## src/rtl/pc_unit.sv

```systemverilog
// Program counter for the 8-bit nRisc datapath: next-PC select with one-cycle redirect latency, stall hold and RUN/HALT control.
// Define RET_STACK_EN to add a RS_DEPTH-entry return stack for call/ret; otherwise call acts as jump and ret as increment.
module pc_unit #(
  parameter int               WIDTH    = 8,
  parameter logic [WIDTH-1:0] RESET_PC = '0,
  parameter int               RS_DEPTH = 4
) (
  input  logic             clock,
  input  logic             reset_n,
  input  logic             stall,
  input  logic             branch_taken,
  input  logic [WIDTH-1:0] branch_offset,
  input  logic             jump,
  input  logic [WIDTH-1:0] jump_target,
  input  logic             call,
  input  logic             ret,
  input  logic             halt,
  input  logic             resume,
  output logic [WIDTH-1:0] pc,
  output logic             pc_valid,
  output logic             halted,
  output logic             stack_err
);

  typedef enum logic {ST_RUN, ST_HALT} state_t;

  state_t           r_state;
  state_t           w_state_nxt;
  logic [WIDTH-1:0] r_pc;
  logic [WIDTH-1:0] w_pc_nxt;
  logic [WIDTH-1:0] w_pc_inc;

  assign w_pc_inc = r_pc + WIDTH'(1);

`ifdef RET_STACK_EN
  localparam int PW = (RS_DEPTH > 1) ? $clog2(RS_DEPTH) : 1;
  localparam int CW = $clog2(RS_DEPTH + 1);

  logic [WIDTH-1:0] r_stack [RS_DEPTH];
  logic [PW-1:0]    r_top;
  logic [PW-1:0]    w_top_inc;
  logic [PW-1:0]    w_top_dec;
  logic [CW-1:0]    r_count;
  logic             r_err;
  logic             w_empty;
  logic             w_full;
  logic             w_push;
  logic             w_pop;
  logic             w_err_set;

  // Circular buffer: pushing when full lands on the oldest slot.
  assign w_top_inc = (r_top == PW'(RS_DEPTH - 1)) ? '0 : r_top + PW'(1);
  assign w_top_dec = (r_top == '0) ? PW'(RS_DEPTH - 1) : r_top - PW'(1);
  assign w_empty   = (r_count == '0);
  assign w_full    = (r_count == CW'(RS_DEPTH));
  assign stack_err = r_err;
`else
  assign stack_err = 1'b0;
`endif

  always_comb begin
    w_state_nxt = r_state;
    w_pc_nxt    = r_pc;
`ifdef RET_STACK_EN
    w_push      = 1'b0;
    w_pop       = 1'b0;
    w_err_set   = 1'b0;
`endif
    case (r_state)
      ST_RUN: begin
        if (!stall) begin
          if (halt) begin
            w_state_nxt = ST_HALT;
          end else if (ret) begin
`ifdef RET_STACK_EN
            if (w_empty) begin
              w_pc_nxt  = w_pc_inc;
              w_err_set = 1'b1;
            end else begin
              w_pc_nxt = r_stack[r_top];
              w_pop    = 1'b1;
            end
`else
            w_pc_nxt = w_pc_inc;
`endif
          end else if (call) begin
`ifdef RET_STACK_EN
            w_push    = 1'b1;
            w_err_set = w_full;
`endif
            w_pc_nxt = jump_target;
          end else if (jump) begin
            w_pc_nxt = jump_target;
          end else if (branch_taken) begin
            w_pc_nxt = r_pc + branch_offset;
          end else begin
            w_pc_nxt = w_pc_inc;
          end
        end
      end
      ST_HALT: begin
        if (resume) w_state_nxt = ST_RUN;
      end
      default: w_state_nxt = ST_RUN;
    endcase
  end

  always_ff @(posedge clock) begin
    if (!reset_n) begin
      r_state <= ST_RUN;
      r_pc    <= RESET_PC;
    end else begin
      r_state <= w_state_nxt;
      r_pc    <= w_pc_nxt;
    end
  end

`ifdef RET_STACK_EN
  always_ff @(posedge clock) begin
    if (!reset_n) begin
      r_top   <= '0;
      r_count <= '0;
      r_err   <= 1'b0;
    end else begin
      if (w_push) begin
        r_top <= w_top_inc;
        if (!w_full) r_count <= r_count + CW'(1);
      end else if (w_pop) begin
        r_top   <= w_top_dec;
        r_count <= r_count - CW'(1);
      end
      if (w_err_set) r_err <= 1'b1;
    end
  end

  always_ff @(posedge clock) begin
    if (reset_n && w_push) r_stack[w_top_inc] <= w_pc_inc;
  end
`endif

  assign pc       = r_pc;
  assign halted   = (r_state == ST_HALT);
  assign pc_valid = reset_n && (r_state == ST_RUN) && !stall;

endmodule

```

## config.mk

```make
export PLATFORM = sky130hd
export DESIGN_NAME = pc_unit
export DESIGN_NICKNAME = d
export VERILOG_FILES = /design/src/rtl/pc_unit.sv
export SDC_FILE = /design/constraint.sdc
export NUM_CORES = 1
export LEC_CHECK = 0
export ABC_AREA = 1
export ABC_CLOCK_PERIOD_IN_PS = 3400
export BUFFER_PORTS_ARGS = -buffer_cell sky130_fd_sc_hd__buf_2
export CAP_MARGIN = 20
export CORE_ASPECT_RATIO = 1.75
export CORE_MARGIN = 1.5
export CORE_UTILIZATION = 40
export CTS_CLUSTER_SIZE = 14
export DETAILED_ROUTE_END_ITERATION = 7
export HOLD_SLACK_MARGIN = 0.08
export PLACE_DENSITY = 0.65
export SLEW_MARGIN = 25
export SYNTH_ARGS = -nofsm -noshare
export SYNTH_HDL_FRONTEND = slang
export SYNTH_SLANG_ARGS = --single-unit
```

## constraint.sdc

```tcl
create_clock -name clock -period 3.4 [get_ports clock]
set_clock_uncertainty 0.05 [all_clocks]
set_input_delay 0.34 -clock clock [delete_from_list [all_inputs] [get_ports clock]]
set_output_delay 0.34 -clock clock [all_outputs]
set_load 0.01 [all_outputs]
```

==> results.md <==
- Async SR Flop Fraction: 0%
- PnR Total Power: 0.355 mW
- Synth area leaders: nand2_1 (20%), dfxtp_1 (17%), ha_1 (9.7%)
- Pin count of the biggest net entering global routing: 11
- Max Freq: 0.525 GHz
- Fin crit period: 1.91 ns
- Clock buffer depth: 2
- RSZ-0062 raised after global routing: false
- Final TNS setup: 0 ns
- Nets: 245
- Hold Buf Count CTS: 0
- Drt first pass iters: 4
- Reg clk slew, reported paths: 0.05 ns
- Reg2reg end: pc[6]
- Skew-Pair Late Insertion Delay: 0.23 ns
- Synthesized cell area: 0.00104 sq mm
- Worst Path Arrival: 2.01 ns
- Core area: 0.00246 sq mm
- CP startpoint kind: flop
- Synth Warn #: 0
- R2r worst-path depth: 14
- Final Max Slew Viols: 0
- Hold WS: 0.239 ns
- Yosys top cell by area: nand2_1
- Post-synth cell types: 33
- Clock root buffer: clkbuf_8
- Post-CTS sizing: 0
- Vias in the first global route: 1,173
- RD Place Congestion: 0.827
- Critical path class: flop to flop
- #FFs+latches synth: 9
- Clock sinks: 9
- Total number of vias: 1,195
- Setup violators final: 0
- Worst r2r src: pc[0]
- WP data required: 3.51 ns
- Hold path endpoint: halted
- Post-Syn Instances: 174
- # rows: 24
- Post-CTS Setup Bufs: 0
- Drt wl/cell: 12.0 um
- Initial detailed-routing violation count: 23
- Layout cells sized above 1: 22.4%
- DRC violations left: 0
- Initial antenna violation count: 0
- Dpl hpwl: 2320 um
- EDFF count, synth: 0
- Synth top area share: 20.3%
- Total wire length: 2820 um
- Depth of the worst hold-timing path: 2
- Boundary Pins: 36
- CTS Buf Count: 3
- Post-route antenna net violation count: 0
- Vias per cell: 5.06
- Max cap viols: 0
- Layout area overhead: 22.8%
- GRT Total Usage: 20.4%
- Initial Utilization: 42.1%
- Synth Flop Type: dfxtp_1
- Crit end category: flop
- Die X: 41.5 um
- Fin. Hold Viols: 0
- Power density cells: 279 mW/mm^2
- Syn_nets: 208
- Global-route wire length before repair: 4860 um
- Port Buf Inserts: 34
- Die height: 70.4 um
- Fin area: 0.00127 sq mm
- Diode count: 0
- Die area: 0.00292 sq mm
- Final period utilization: 56.1%
- Crit path max fanout: 6
- GRT Residual Overflow: 0
- Hold Crit Class: input pin to flop
- H-tree Lvls: 1
- Worst VDD drop: 0.000320 V
- Hold path startpoint: resume
- Pleak: 0.699 nW
- CTS tree: yes
- Status: complete, no violations
- FF-to-FF setup slack: 1.49 ns
- Post-Syn Area per Cell: 5.96 sq um
- Post-synthesis sequential area ratio: 17.4%
- Placed Area: 0.00123 sq mm
==> stage by stage <==
stage               utilization (%)  setup WS (ns)  std cells
finish                         51.7           1.49        236
global route                   51.7           1.28        236
CTS                            51.7           1.49        236
detailed placement             49.9           1.51        232
global placement               49.9           1.57        232
floorplan                         -           1.59        174
==> cells by family (layout without fill, tap and decap cells) <==
kind of cell / after synthesis / in the layout / share of synthesized area, %
other: 1 / 1 / 0.362
flip-flops: 9 / 9 / 17.4
buffers and inverters: 32 / 68 / 11.9
XOR/XNOR: 5 / 5 / 4.22
AND/OR/NAND/NOR: 88 / 88 / 36.8
AO/OA/AOI/OAI: 30 / 30 / 17.7
adder cells (fa/ha/maj): 9 / 9 / 11.6
==> critical path: stages (launching register included) <==
cell and delay (ns):
dfxtp_1 0.42, ha_1 0.20, inv_1 0.05, fa_1 0.39, inv_1 0.08, nand2_1 0.04
nand2_1 0.08, nand3b_1 0.10, nand2_1 0.07, nand2_1 0.04, nand3_1 0.05, nand2_1 0.05
nand2_1 0.05, nand2_1 0.05, a21oi_1 0.11
==> Yosys cell counts (2+ instances only) <==
| cell type | n |
|---|---|
| a21oi_2 | 2 |
| nand2_1 | 56 |
| nand3b_1 | 3 |
| xor2_1 | 3 |
| o21ai_0 | 3 |
| dfxtp_1 | 9 |
| nor2_1 | 10 |
| a21oi_1 | 13 |
| nand3_1 | 12 |
| xnor2_1 | 2 |
| o31ai_1 | 2 |
| inv_1 | 26 |
| inv_2 | 3 |
| o22ai_1 | 2 |
| a31oi_1 | 2 |
| nand4_1 | 2 |
| ha_1 | 8 |
==> cell type report <==
class | count | area, sq um
fillers | 256 | 1190
flip-flops and latches | 9 | 180
multi-input cells | 133 | 733
repair buffers | 34 | 170
clock buffers | 4 | 45.0
well taps | 26 | 32.5
inverters | 30 | 113
==> how the worst max path moves through the flow <==
stage | startpoint | to | slack [ns] | cells after the start
CTS | pc[0] | pc[6] | 1.49 | 14
global route | pc[0] | pc[6] | 1.28 | 14
finish | pc[0] | pc[6] | 1.49 | 14
global placement | pc[0] | pc[6] | 1.57 | 13
floorplan | pc[0] | pc[6] | 1.59 | 14
detailed placement | pc[0] | pc[6] | 1.51 | 13
==> layout by cell type, fill, tap and decap left out, types with 3 or more instances in the layout <==
cell / count
nand2_1: 56
buf_2: 34
inv_1: 26
a21oi_1: 13
nand3_1: 12
nor2_1: 10
dfxtp_1: 9
ha_1: 8
inv_2: 3
o21ai_0: 3
nand3b_1: 3
xor2_1: 3
clkbuf_8: 3
==> layer usage <==
metal,global-route usage (%),wire [um],vias to the layer above
li1,-,-,639
met1,23.3,1150,523
met2,38.4,1560,29
met3,1.55,80,4
met4,6.81,27,0
met5,0,0,-
==> registers in the layout, summed over array words and instances (netlist names) <==
name,flops
pc,8
halted,1
==> where the power goes <==
group	switching [mW]	total (mW)	internal [mW]
clock network	0.0418	0.123	0.0817
logic	0.0638	0.111	0.0468
registers	0.00971	0.121	0.112
Note: power is estimated with default switching activity, not from simulation.
